## src/rtl/modport_barrel_shifter_if.sv

```systemverilog
// rtl/modport_barrel_shifter_if.sv - shifter interface bundling operand, controls and registered result
interface modport_barrel_shifter_if #(
    parameter int WIDTH = 4
);
    localparam int SHIFT_W = $clog2(WIDTH);

    logic [WIDTH-1:0]   data;
    logic [SHIFT_W-1:0] shift;
    logic               dir;
    logic [WIDTH-1:0]   result;

    modport master (
        output data,
        output shift,
        output dir,
        input  result
    );

    modport slave (
        input  data,
        input  shift,
        input  dir,
        output result
    );
endinterface

```

## src/rtl/modport_barrel_shifter.sv

```systemverilog
// rtl/modport_barrel_shifter.sv - registered log2-stage barrel shifter, 1-cycle latency
// Optional macro BARREL_SHIFTER_ROTATE_EN: rotate instead of zero-fill shift.
module modport_barrel_shifter #(
    parameter int WIDTH = 4
) (
    input  logic                    clk,
    input  logic                    reset,
    modport_barrel_shifter_if.slave bus
);
    localparam int SHIFT_W = $clog2(WIDTH);

    // Stage k moves by 2^k when amt[k] is set; ternaries keep X on controls visible.
    function automatic logic [WIDTH-1:0] barrel(
        input logic [WIDTH-1:0]   d,
        input logic [SHIFT_W-1:0] amt,
        input logic               right
    );
        logic [WIDTH-1:0] s;
        logic [WIDTH-1:0] l_s;
        logic [WIDTH-1:0] r_s;
        s = d;
        for (int k = 0; k < SHIFT_W; k++) begin
`ifdef BARREL_SHIFTER_ROTATE_EN
            l_s = (s << (1 << k)) | (s >> (WIDTH - (1 << k)));
            r_s = (s >> (1 << k)) | (s << (WIDTH - (1 << k)));
`else
            l_s = s << (1 << k);
            r_s = s >> (1 << k);
`endif
            s = amt[k] ? (right ? r_s : l_s) : s;
        end
        return s;
    endfunction

    logic [WIDTH-1:0] shifted;

    always_comb begin
        shifted = barrel(bus.data, bus.shift, bus.dir);
    end

    always_ff @(posedge clk or posedge reset) begin
        if (reset) begin
            bus.result <= '0;
        end else begin
            bus.result <= shifted;
        end
    end
endmodule

```

## src/flat_wrapper.sv

```systemverilog
// flat-port wrapper written by rule: the top's interface ports become plain ports
module modport_barrel_shifter_flat 
#(
    parameter int WIDTH = 4
)
  (clk, reset, bus_data, bus_shift, bus_dir, bus_result);
  modport_barrel_shifter_if #(.WIDTH(WIDTH)) bus_i ();
  input  logic clk;
  input  logic reset;
  input wire logic [$bits(bus_i.data)-1:0] bus_data;
  input wire logic [$bits(bus_i.shift)-1:0] bus_shift;
  input wire logic [$bits(bus_i.dir)-1:0] bus_dir;
  output wire logic [$bits(bus_i.result)-1:0] bus_result;
  assign bus_i.data = bus_data;
  assign bus_i.shift = bus_shift;
  assign bus_i.dir = bus_dir;
  assign bus_result = bus_i.result;
  modport_barrel_shifter #(.WIDTH(WIDTH)) u_core (.clk(clk), .reset(reset), .bus(bus_i));
endmodule
```

## config.mk

```make
export PLATFORM = sky130hd
export DESIGN_NAME = modport_barrel_shifter_flat
export DESIGN_NICKNAME = d
export VERILOG_FILES = /design/src/rtl/modport_barrel_shifter_if.sv /design/src/rtl/modport_barrel_shifter.sv /design/src/flat_wrapper.sv
export SDC_FILE = /design/constraint.sdc
export NUM_CORES = 1
export LEC_CHECK = 0
export CORE_AREA = 2 2 39 41
export DETAILED_ROUTE_END_ITERATION = 7
export DIE_AREA = 0 0 41 43
export DONT_BUFFER_PORTS = 1
export GPL_TIMING_DRIVEN = 0
export SKIP_CTS_REPAIR_TIMING = 1
export SLEW_MARGIN = 30
export SYNTH_ARGS = -nofsm -noshare
export SYNTH_HDL_FRONTEND = slang
export SYNTH_SLANG_ARGS = --single-unit
```

## constraint.sdc

```tcl
create_clock -name clk -period 0.8 [get_ports clk]
set_input_delay 0.16 -clock clk [delete_from_list [all_inputs] [get_ports clk]]
set_output_delay 0.16 -clock clk [all_outputs]
set_load 0.02 [all_outputs]
```

==> impl_metrics.tcl <==
set metrics [dict create \
    grt_pass1_wl_um 959 \
    swShare_pct 23.5 \
    ys.flop_type "dfrtp_1" \
    ys_seq_area_share_pct 35.4 \
    post-route-period-util_pct 103 \
    status "finished, violations left" \
    grt_max_degree 11 \
    setup_slack_ps -27.1 \
    end_kind "primary output" \
    dpl_cell_area_um2 332 \
    drtIter0Drc 8 \
    first_pass_iters 4 \
    rsz0062_at_grt "yes" \
    netlist_instances 26 \
    finalHoldViolCount 0 \
    die_y_um 43 \
    final_net_count 41 \
    totalWireLength_um 621 \
    first_global_vias 231 \
    power_density_nw_per_um2 1610 \
    regMostFlops "u_core.bus.result" \
    synth-edff-count 0 \
    globalRouteOverflowTotal 0 \
    ys_warn_count 0 \
    ctsRootBufferMaster "clkbuf_4" \
    largest_reg_flops 4 \
    largest_registers "u_core.bus.result (4)" \
    critPathMaxFanout 1 \
    dr.max_layer_used "met3" \
    synth_cell_types 20 \
    final_util_pct 26.7 \
    cts_buffer_depth 2 \
    antenna_found_initial 0 \
    core_um2 1380 \
    synthArstFlopShare_pct 100 \
    period_needed_ps 827 \
    setup_viol 4 \
    htree_levels 1 \
    crit_required_ps 640 \
    max_freq_ghz 1.21 \
    worst_hold_slack_ps 62.5 \
    worstSetupStartpointType "flip-flop" \
    dp_cells 42 \
    p_switching_w 0.000139 \
    tns_ps -103 \
    die_x_um 41 \
    wl_met1_um 247 \
    clock-sinks 4 \
    dr_wl_met3_um 66 \
    drc 0 \
    vias 226 \
    place_congestion 0.705 \
    ir_drop_mv 0.275 \
    num_antenna_cells 0 \
    p_seq_share_pct 43.0 \
    cts_buffers 3 \
    wl_met2_um 308 \
    placement.io_buffers 0 \
    via_per_inst 4.91 \
    dieArea_um2 1760 \
    path_clk_slew_ps 40 \
    start_util_pct 20.4 \
    hpwl_um 479 \
    grt_usage_pct 8.39 \
    fin_cells 46 \
    p_int_w 0.000453 \
    wire_per_inst_um 13.5 \
    ys_ff_latch 4 \
    slew_headroom_pct 84.0 \
    syn_to_final_growth_pct 30.5 \
    failed_checks "negative setup slack" \
    layout-drive-gt1-share_pct 40.0 \
    slew_violations 0 \
    cts_tree "yes" \
    final_area_um2 369 \
    worstPathArrival_ps 670 \
    worst_hold_path_type "in2reg" \
    crit_type "reg2out" \
    synth_area_um2 283 \
    antenna_left 0 \
    worst_pin_slew_ps 237 \
    avgSynthCellArea_um2 10.9 \
    row_count 14 \
    drv_cap 0 \
    leakage_nw 0.167 \
    comb_power_share_pct 16.0 \
    ios 13 \
    syn-num-nets 35 \
    clock_power_share_pct 41.0 \
]
power by group through the flow:
stage | clock, W | combinational, W | sequential, W
after floorplan | 0 | 0.0000801 | 0.000252
after global placement | 0 | 0.0000876 | 0.000253
after detailed placement | 0 | 0.0000914 | 0.000255
after CTS | 0.000258 | 0.0000919 | 0.000252
after global routing | 0.000274 | 0.000105 | 0.000259
final | 0.000243 | 0.0000950 | 0.000255
path summary, 6_finish.rpt:
check / startpoint / endpoint / cells past startpoint
min in group asynchronous: reset / u_core.bus.result[3]$_DFF_PP0_ / 2
hold / removal: bus_dir / u_core.bus.result[3]$_DFF_PP0_ / 1
setup / recovery: u_core.bus.result[2]$_DFF_PP0_ / bus_result[2] / 0
max in group asynchronous: reset / u_core.bus.result[0]$_DFF_PP0_ / 2
cells in the mapped netlist (2+ instances only):
library cell,n,area share (%)
dfrtp_1,4,35
or3b_1,2,6.2
mux2i_1,2,7.1
inv_1,2,2.7
kinds of logic after synthesis:
kind of cell	synth area share (%)
buf+inv	7.08
mux	16.4
simple gates	28.8
flops	35.4
compound gates	12.4
cell usage in the layout, fill, tap and decap left out, drive strengths merged:
cell type    Yosys  layout
inv              2       2
clkbuf           0       3
and4bb           1       1
dlygate4sd3      0       1
buf              2       2
o311ai           1       1
dfrtp            4       4
nor2b            1       1
or3b             2       2
o211ai           1       1
mux2             2       2
and4b            1       1
nor2             1       1
nand2            1       1
a211o            1       1
nand4b           1       1
nand4bb          1       1
mux2i            2       2
nor3b            1       1
a221o            1       1
per-layer routing:
layer,GRT usage (%),vias to the layer above
met3,1.57,0
met4,10.0,0
li1,-,108
met5,0,-
met1,9.81,103
met2,10.9,15
metrics by stage:
step	power [W]	worst slack, ps
after global routing	0.000637	-54.3
final	0.000592	-27.1
after detailed placement	0.000346	-92.9
after floorplan	0.000332	-54.0
after global placement	0.000341	-81.5
after CTS	0.000602	-40.6
final cells by class:
type / instances / area (um^2)
fill: 139 / 1010
inverter: 2 / 7.51
sequential: 4 / 105
clock buffer: 3 / 22.5
buffer: 2 / 30.0
multi-input combinational: 18 / 174
timing repair buffer: 1 / 10.0
tap: 16 / 20.0
No activity file was read; power rests on OpenSTA's default activity.
